===== src/rtl/fetch_queue.sv =====
// Fetch queue: runs ahead of dispatch with one outstanding icache request, predicts the next PC
// and buffers up to DEPTH predecoded instructions. Optional macro: FETCH_QUEUE_BYPASS_EN.
module fetch_queue #(
  parameter int                ADDR_W   = 17,
  parameter int                DEPTH    = 4,
  parameter logic [ADDR_W-1:0] RESET_PC = '0
) (
  input  logic                     clk,
  input  logic                     rst_n,
  input  logic                     flush,
  input  logic [ADDR_W-1:0]        flush_pc,
  output logic                     icache_req_en,
  output logic [ADDR_W-1:0]        icache_req_addr,
  input  logic                     icache_rsp_en,
  input  logic [31:0]              icache_rsp_inst,
  input  logic                     icache_rsp_cinst,
  output logic [ADDR_W-1:0]        bp_query_addr,
  input  logic                     bp_taken,
  input  logic [ADDR_W-1:0]        ras_top,
  input  logic                     dispatch_ready,
  output logic                     out_valid,
  output logic [31:0]              out_inst,
  output logic                     out_cinst,
  output logic [ADDR_W-1:0]        out_pc,
  output logic                     out_br_taken,
  output logic [ADDR_W-1:0]        out_jalr_target,
  output logic [$clog2(DEPTH):0]   count
);

  localparam int PW = $clog2(DEPTH);
  localparam int CW = PW + 1;

  typedef enum logic [1:0] {ISSUE = 2'd0, WAIT = 2'd1, DROP = 2'd2} state_t;

  state_t            state_q, state_d;
  logic [ADDR_W-1:0] fetch_pc_q, fetch_pc_d;
  logic [PW-1:0]     head_q, head_d, tail_q, tail_d;
  logic [CW-1:0]     count_q, count_d;

  logic [31:0]       inst_mem_q  [DEPTH];
  logic              cinst_mem_q [DEPTH];
  logic [ADDR_W-1:0] pc_mem_q    [DEPTH];
  logic              bt_mem_q    [DEPTH];
  logic [ADDR_W-1:0] ras_mem_q   [DEPTH];

  logic              head_valid_s, bypass_s, push_s, pop_s;
  logic [ADDR_W-1:0] next_pc_s;

  function automatic logic [ADDR_W-1:0] predict_pc(
    input logic [31:0]       inst,
    input logic              cinst,
    input logic              taken,
    input logic [ADDR_W-1:0] pc,
    input logic [ADDR_W-1:0] ras
  );
    logic [31:0]       b_imm;
    logic [31:0]       j_imm;
    logic [ADDR_W-1:0] len;
    b_imm = {{19{inst[31]}}, inst[31], inst[7], inst[30:25], inst[11:8], 1'b0};
    j_imm = {{11{inst[31]}}, inst[31], inst[19:12], inst[20], inst[30:21], 1'b0};
    len   = cinst ? ADDR_W'(2) : ADDR_W'(4);
    case (inst[6:0])
      7'b1100011: predict_pc = taken ? pc + b_imm[ADDR_W-1:0] : pc + len;
      7'b1101111: predict_pc = pc + j_imm[ADDR_W-1:0];
      7'b1100111: predict_pc = ras;
      default:    predict_pc = pc + len;
    endcase
  endfunction

  assign head_valid_s = (count_q != CW'(0));
`ifdef FETCH_QUEUE_BYPASS_EN
  assign bypass_s = !flush && !head_valid_s && (state_q == WAIT) && icache_rsp_en;
`else
  assign bypass_s = 1'b0;
`endif
  // A bypassed response that is consumed immediately never touches the storage.
  assign push_s    = !flush && (state_q == WAIT) && icache_rsp_en && !(bypass_s && dispatch_ready);
  assign pop_s     = !flush && head_valid_s && dispatch_ready;
  assign next_pc_s = predict_pc(icache_rsp_inst, icache_rsp_cinst, bp_taken, fetch_pc_q, ras_top);
  assign count_d   = flush ? CW'(0) : count_q + CW'(push_s) - CW'(pop_s);
  assign head_d    = flush ? PW'(0) : head_q + PW'(pop_s);
  assign tail_d    = flush ? PW'(0) : tail_q + PW'(push_s);

  always_comb begin
    state_d         = state_q;
    fetch_pc_d      = fetch_pc_q;
    icache_req_en   = 1'b0;
    icache_req_addr = fetch_pc_q;
    if (flush) begin
      fetch_pc_d = flush_pc;
      state_d    = (state_q != ISSUE && !icache_rsp_en) ? DROP : ISSUE;
    end else begin
      case (state_q)
        ISSUE: begin
          if (count_q < CW'(DEPTH)) begin
            icache_req_en = 1'b1;
            state_d       = WAIT;
          end else begin
            state_d = ISSUE;
          end
        end
        WAIT: begin
          if (icache_rsp_en) begin
            fetch_pc_d = next_pc_s;
            if (count_d < CW'(DEPTH)) begin
              icache_req_en   = 1'b1;
              icache_req_addr = next_pc_s;
            end else begin
              state_d = ISSUE;
            end
          end else begin
            state_d = WAIT;
          end
        end
        DROP: begin
          if (icache_rsp_en) begin
            state_d = ISSUE;
          end else begin
            state_d = DROP;
          end
        end
        default: state_d = ISSUE;
      endcase
    end
  end

  always_ff @(posedge clk or negedge rst_n) begin
    if (!rst_n) begin
      state_q    <= ISSUE;
      fetch_pc_q <= RESET_PC;
      head_q     <= '0;
      tail_q     <= '0;
      count_q    <= '0;
    end else begin
      state_q    <= state_d;
      fetch_pc_q <= fetch_pc_d;
      head_q     <= head_d;
      tail_q     <= tail_d;
      count_q    <= count_d;
    end
  end

  // Payload storage needs no reset: it is only observed through a valid head.
  always_ff @(posedge clk) begin
    if (push_s) begin
      inst_mem_q[tail_q]  <= icache_rsp_inst;
      cinst_mem_q[tail_q] <= icache_rsp_cinst;
      pc_mem_q[tail_q]    <= fetch_pc_q;
      bt_mem_q[tail_q]    <= bp_taken;
      ras_mem_q[tail_q]   <= ras_top;
    end
  end

  always_comb begin
    out_valid       = head_valid_s | bypass_s;
    out_inst        = '0;
    out_cinst       = 1'b0;
    out_pc          = '0;
    out_br_taken    = 1'b0;
    out_jalr_target = '0;
    if (bypass_s) begin
      out_inst        = icache_rsp_inst;
      out_cinst       = icache_rsp_cinst;
      out_pc          = fetch_pc_q;
      out_br_taken    = bp_taken;
      out_jalr_target = ras_top;
    end else if (head_valid_s) begin
      out_inst        = inst_mem_q[head_q];
      out_cinst       = cinst_mem_q[head_q];
      out_pc          = pc_mem_q[head_q];
      out_br_taken    = bt_mem_q[head_q];
      out_jalr_target = ras_mem_q[head_q];
    end else begin
      out_valid = 1'b0;
    end
  end

  assign bp_query_addr = fetch_pc_q;
  assign count         = count_q;

endmodule


===== config.mk =====
export PLATFORM = sky130hd
export DESIGN_NAME = fetch_queue
export DESIGN_NICKNAME = d
export VERILOG_FILES = /design/src/rtl/fetch_queue.sv
export SDC_FILE = /design/constraint.sdc
export NUM_CORES = 1
export LEC_CHECK = 0
export CAP_MARGIN = 10
export CELL_PAD_IN_SITES_DETAIL_PLACEMENT = 1
export CELL_PAD_IN_SITES_GLOBAL_PLACEMENT = 1
export CORE_ASPECT_RATIO = 2
export CORE_UTILIZATION = 45
export CTS_CLUSTER_SIZE = 28
export DETAILED_ROUTE_END_ITERATION = 7
export GPL_ROUTABILITY_DRIVEN = 0
export PLACE_DENSITY_LB_ADDON = 0.1
export SETUP_SLACK_MARGIN = 0.15
export SKIP_LAST_GASP = 1
export SYNTH_ARGS = -nofsm -noshare
export SYNTH_HDL_FRONTEND = slang
export SYNTH_SLANG_ARGS = --single-unit

===== constraint.sdc =====
create_clock -name clk -period 11.8 [get_ports clk]
set_input_delay 2.36 -clock clk [delete_from_list [all_inputs] [get_ports clk]]
set_output_delay 2.36 -clock clk [all_outputs]
set_load 0.01 [all_outputs]

* Word-level counts from Yosys, hierarchy flattened
Memory sizes are Yosys's and may differ from the RTL's.
Index checks and enable logic that the tools add are counted.
** Operators by class
- Equality and inequality tests :: 6
- Add/subtract/negate cells :: 7
- Reduce and logical (&&, ||, !) cells :: 13
- $lt $le $gt $ge :: 2
- Mux-type cells :: 33
** Operators by type and width (number)
- $mux W17 :: 10
- $pmux W17 S3 :: 1
- $add A17 B17 Y17 :: 2
- $mux W32 :: 1
- $eq A7 B7 Y1 const B :: 3
- $add A17 B3 Y17 :: 1
- $mux W2 :: 7
- $mux W1 :: 10
- $lt A3 B3 Y1 const B :: 2
- $mux W3 :: 2
- $pmux W2 S3 :: 1
- $reduce_bool A2 Y1 :: 3
- $logic_and A1 B1 Y1 :: 5
- $add A2 B1 Y2 :: 2
- $ne A4 B4 Y1 const B :: 1
- $add A3 B1 Y3 :: 1
- $reduce_bool A3 Y1 :: 1
- $sub A3 B1 Y3 :: 1
- $eq A2 B1 Y1 const B :: 1
- $eq A2 B2 Y1 const B :: 1
- $logic_not A1 Y1 :: 2
- $logic_not A2 Y1 :: 1
- $pmux W1 S2 :: 1
- $reduce_and A2 Y1 :: 1
** Storage, ports and cells
- Output and inout bits :: 107
- Input port bits :: 73
- Memories :: 5
- Bits in writable memories :: 272
- Logic and storage cells :: 71
- Register bits :: 26
** Memories
- inst_mem_q :: depth 4, bits a word 32, read ports 1, clocked after memory_dff 0, wr ports 1, RTL line 40 : logic [31:0] inst_mem_q [DEPTH];
- pc_mem_q :: depth 4, bits a word 17, read ports 1, clocked after memory_dff 0, wr ports 1, RTL line 42 : logic [ADDR_W-1:0] pc_mem_q [DEPTH];
- ras_mem_q :: depth 4, bits a word 17, read ports 1, clocked after memory_dff 0, wr ports 1, RTL line 44 : logic [ADDR_W-1:0] ras_mem_q [DEPTH];
- bt_mem_q :: depth 4, bits a word 1, read ports 1, clocked after memory_dff 0, wr ports 1, RTL line 43 : logic bt_mem_q [DEPTH];
- cinst_mem_q :: depth 4, bits a word 1, read ports 1, clocked after memory_dff 0, wr ports 1, RTL line 41 : logic cinst_mem_q [DEPTH];

* Longest topological paths before layout
- Depth in word-level cells :: 11
- Gate-level depth with buffers :: 15
- Gate-level depth less buffers :: 13

* Least setup slack after synthesis
Ideal clock, no wire load.
- Kind :: input -> register
- From :: in flush
- To :: mem bt_mem_q[1], enable pin
- Path slack :: 3.093 ns
- Setup time :: 0.592 ns
- Required time :: 11.208 ns
- Cell stages on the path :: 4
- Arrival time :: 8.115 ns
- Path through :: buf_4 or3_1 clkbuf_1 nor3b_1
** On the way
- Longest elaborated chain between the ends :: 5
** Ends and longest elaborated chain
- from (decl) :: RTL line 10 : input logic flush,
- $logic_not A1 Y1 :: RTL line 77 : assign push_s = !flush && (state_q == WAIT) && icache_rsp_en && !(bypass_s && dispatch_ready);
- $logic_and A1 B1 Y1 (2 in series) :: RTL line 77
- $mux W1 :: RTL line 145 : if (push_s) begin
- $mux W1 (implied by the code) :: RTL line 149 : bt_mem_q[tail_q] <= bp_taken;
- to (decl) :: RTL line 43
No other way between the ends.

* Final worst setup path
- From :: in icache_rsp_en
- To :: out icache_req_addr[0]
** On the way
- Longest elaborated chain between the ends :: 9
** Ends and longest elaborated chain
- from (decl) :: RTL line 14 : input logic icache_rsp_en,
- $logic_and A1 B1 Y1 :: RTL line 77
- $add A3 B1 Y3 :: RTL line 80 : assign count_d = flush ? CW'(0) : count_q + CW'(push_s) - CW'(pop_s);
- $sub A3 B1 Y3 :: RTL line 80
- $mux W3 :: RTL line 80
- net count_d[2] :: RTL line 38 : logic [CW-1:0] count_q, count_d;
- $lt A3 B3 Y1 :: RTL line 105 : if (count_d < CW'(DEPTH)) begin
- $mux W17 :: RTL line 105
- $mux W17 :: RTL line 103 : if (icache_rsp_en) begin
- $mux W17 :: RTL line 93 : case (state_q)
- $mux W17 :: RTL line 89 : if (flush) begin
- to (decl) :: RTL line 13 : output logic [ADDR_W-1:0] icache_req_addr,
The timed path passes the listed nets, and every way through them passes these cells.

==> flow_summary_export.csv <==
group,metric,value,unit
floorplanning,die_x,127,µm
synthesis,netlist.top_cell.by_area,"edfxtp_1",
worst_setup_path,crit_family,"simple AND/OR/NAND/NOR gates",
clock_tree,cts_setup_buffers,0,
detailed_routing,routed.top_layer,"met4",
worst_setup_path,rr_worst_depth,14,
synthesis,synthCells,946,
min_path,hold_start,"state_q[1]$_DFFE_PN0P_",
detailed_routing,drt_drc_violations_left,0,
floorplanning,dieArea,31900,µm²
clock_tree,clkTransAtPathRegs,0.07,ns
clock_tree,ctsResizeCount,0,
synthesis,yosysMostFrequentCell,"edfxtp_1",
synthesis,yosys_register_bits,298,
floorplanning,die_y,251,µm
clock_tree,clock_latency,0.55,ns
worst_setup_path,critPathBufInv,4,
detailed_routing,route.met3.wl,1440,µm
layout,antenna_cells,0,
worst_setup_path,path_class,"input port to primary output",
global_routing,grt_max_degree,71,
detailed_routing,via_per_inst,5.92,
pwr,irDropWorstVdd,200,µV
layout,layout-area-overhead-vs-synth,22.0,%
pwr,p_int,2.22,mW
synthesis,ys_seq_area_frac,0.630,
placement,placedInstanceArea,16200,µm²
clock_tree,cts-htree-levels,1,
layout,nNetsFinal,1228,
timing,hold_slack,0.550,ns
detailed_routing,met2_wirelength,20400,µm
timing,min_period,8.72,ns
pwr,power.density,185,nW/µm²
pwr,seq_power_share,0.402,
worst_setup_path,slowest_delay,0.53,ns
synthesis,synth_cell_types,64,
worst_setup_path,cp_slowest_cell,"clkdlybuf4s50_1",
detailed_routing,drt_iter0_drc,611,
worst_setup_path,crit_fanout,11,
synthesis,async_flop_share,0.0872,
floorplanning,pin_count,180,
worst_setup_path,rr_startpoint,"count[1]$_DFF_PN0_",
worst_setup_path,crit_path_end_kind,"primary output",
timing,tightest_slew,1.01,ns
detailed_routing,vias,8962,
run,max-cap-violations,0,
floorplanning,rows,91,
worst_setup_path,r2r_slack,8.22,ns
floorplanning,core-area,30700,µm²
timing,slew-limit-headroom,0.326,
synthesis,syn_nets,1053,
clock_tree,cts-root-buf,"clkbuf_16",
global_routing,grt_pass1_wl,58100,µm
synthesis,avgSynthCellArea,14.8,µm²
timing,hold_viol,0,
global_routing,overflow,0,
worst_setup_path,crit_arrival,6.36,ns
clock_tree,cts_tree,"built",
clock_tree,clock_sinks,298,
placement,hpwlAfterDp,26500,µm
min_path,hp-class,"flop to flop",
worst_setup_path,cp.required,9.44,ns
pwr,switching_share,0.297,
synthesis,synth_top_area_share,0.584,
pwr,clkPwrFrac,0.281,
detailed_routing,postRouteAntennaNets,0,
synthesis,ys_top_cells_by_count,"edfxtp_1 (272), and2_1 (69), mux4_2 (68), nand2_1 (68), a21oi_1 (49)",
synthesis,synth_area,14000,µm²
clock_tree,ctsHoldBuffers,0,
global_routing,grt_pass1_vias,9653,
layout,drive_gt1_frac,0.135,
timing,setup_viol,0,
worst_setup_path,start_kind,"input port",
timing,fin_crit_sh,0.739,
detailed_routing,wl_met1,14900,µm
synthesis,ys_warn_count,0,
detailed_routing,wire_per_inst,25.4,µm
timing,fin_skew,0.0129,ns
timing,rsz0062_at_grt,"no",
pwr,switchingPower,938,µW
layout,finalInstanceArea,17100,µm²
clock_tree,cts_buffers,26,
status,status,"complete, no violations",
global_routing,track_usage,0.247,
detailed_routing,dr.pass1.iters,5,
detailed_routing,routed_wirelength,38500,µm
synthesis,synthTopCellsByArea,"edfxtp_1 (58%), mux4_2 (11%), dfrtp_1 (4.6%), and2_1 (3.1%), ha_1 (2.7%)",
clock_tree,clk_path_buf_depth,3,
min_path,min_to,"state_q[0]$_DFFE_PN0P_",
timing,timing.setup.tns,0,ns
floorplanning,start_util,0.455,
worst_setup_path,path_cells,"clkdlybuf4s50_1, nand2_1, or3_1, ha_1, inv_1, ha_1, inv_1, fa_1, xor2_1, xnor2_1, nor2_1, nor2_1, nand2_1, mux2_2, clkdlybuf4s50_1",
pwr,leakagePower,5.75,nW
min_path,holdPathStages,1,
worst_setup_path,rr_endpoint,"state_q[0]$_DFFE_PN0P_",
timing,drv_slew,0,
pwr,combPwrFrac,0.317,
timing,max_freq,115,MHz
global_routing,antenna_found_initial,0,
placement,io_buffer_count,179,
synthesis,synth_edf_count,272,
synthesis,ys.flop_type,"edfxtp_1",
-- power by group through the flow --
stage               Sequential [mW]  Combinational [mW]  Clock [mW]
finish                         1.27                1.00       0.890
global route                   1.28                1.09       0.934
CTS                            1.27                1.02       0.904
detailed placement             1.29                1.02           0
global placement               1.29                1.01           0
floorplan                      1.26               0.539           0
-- state kept, by name (all words and copies together), names as in the netlist --
| name | count |
|---|---|
| inst_mem_q | 128 |
| pc_mem_q | 68 |
| ras_mem_q | 68 |
| bp_query_addr | 17 |
| bt_mem_q | 4 |
| cinst_mem_q | 4 |
| count | 3 |
| head_q | 2 |
| state_q | 2 |
| tail_q | 2 |
-- layout by cell type, fill, tap and decap left out, types with 22 or more instances in the layout --
cell,netlist,routed
inv_1,22,22
edfxtp_1,272,272
clkbuf_16,0,27
ha_1,30,30
and2_1,69,69
dfrtp_1,26,24
a21oi_1,49,49
xnor2_1,23,23
nor2_1,44,43
mux4_2,68,68
o21ai_0,43,42
nand2_1,68,68
clkdlybuf4s50_1,0,178
-- through the flow --
step                setup slack, ns  power (mW)   util  cells
finish                         3.08        3.16  0.555   1513
global route                   2.88        3.30  0.555   1513
CTS                            2.85        3.20  0.555   1512
detailed placement             2.86        2.31  0.526   1464
global placement               3.00        2.30  0.526   1464
floorplan                      3.09        1.80      -    946
-- how the worst max path moves through the flow --
stage,to,cells after the start,startpoint,slack [ns]
after floorplan,bt_mem_q[1]$_DFFE_PP_,4,flush,3.09
after global placement,icache_req_addr[7],13,icache_rsp_en,3.00
after detailed placement,icache_req_addr[4],13,icache_rsp_en,2.86
after CTS,icache_req_addr[4],13,icache_rsp_en,2.85
after global routing,icache_req_addr[15],15,icache_rsp_en,2.88
final,icache_req_addr[0],15,icache_rsp_en,3.08
-- cell type report --
| type | instances | area [µm²] |
|---|---|---|
| sequential | 298 | 8830 |
| fill | 3009 | 13700 |
| inverter | 22 | 82.6 |
| multi-input combinational | 576 | 4890 |
| timing repair buffer | 197 | 1920 |
| clock buffer | 30 | 687 |
| clock inverter | 18 | 198 |
| tap | 372 | 465 |
-- per-layer routing --
layer | vias up | GRT usage
met5 | - | 0
met4 | 0 | 0.116
met3 | 81 | 0.0227
met2 | 252 | 0.452
met1 | 4591 | 0.291
li1 | 4038 | -
-- kinds of logic (layout without fill, tap and decap cells) --
logic type	after synthesis	after routing	synth area share
and+or+nand+nor	259	259	0.0952
DFF	298	298	0.630
xor gates and xnor gates	29	29	0.0181
muxes	77	77	0.116
adders and majority gates	34	34	0.0325
buffers and inverters	72	267	0.0222
AOI/OAI and AO/OA	177	177	0.0857
Power figures use the tool's default switching activity.
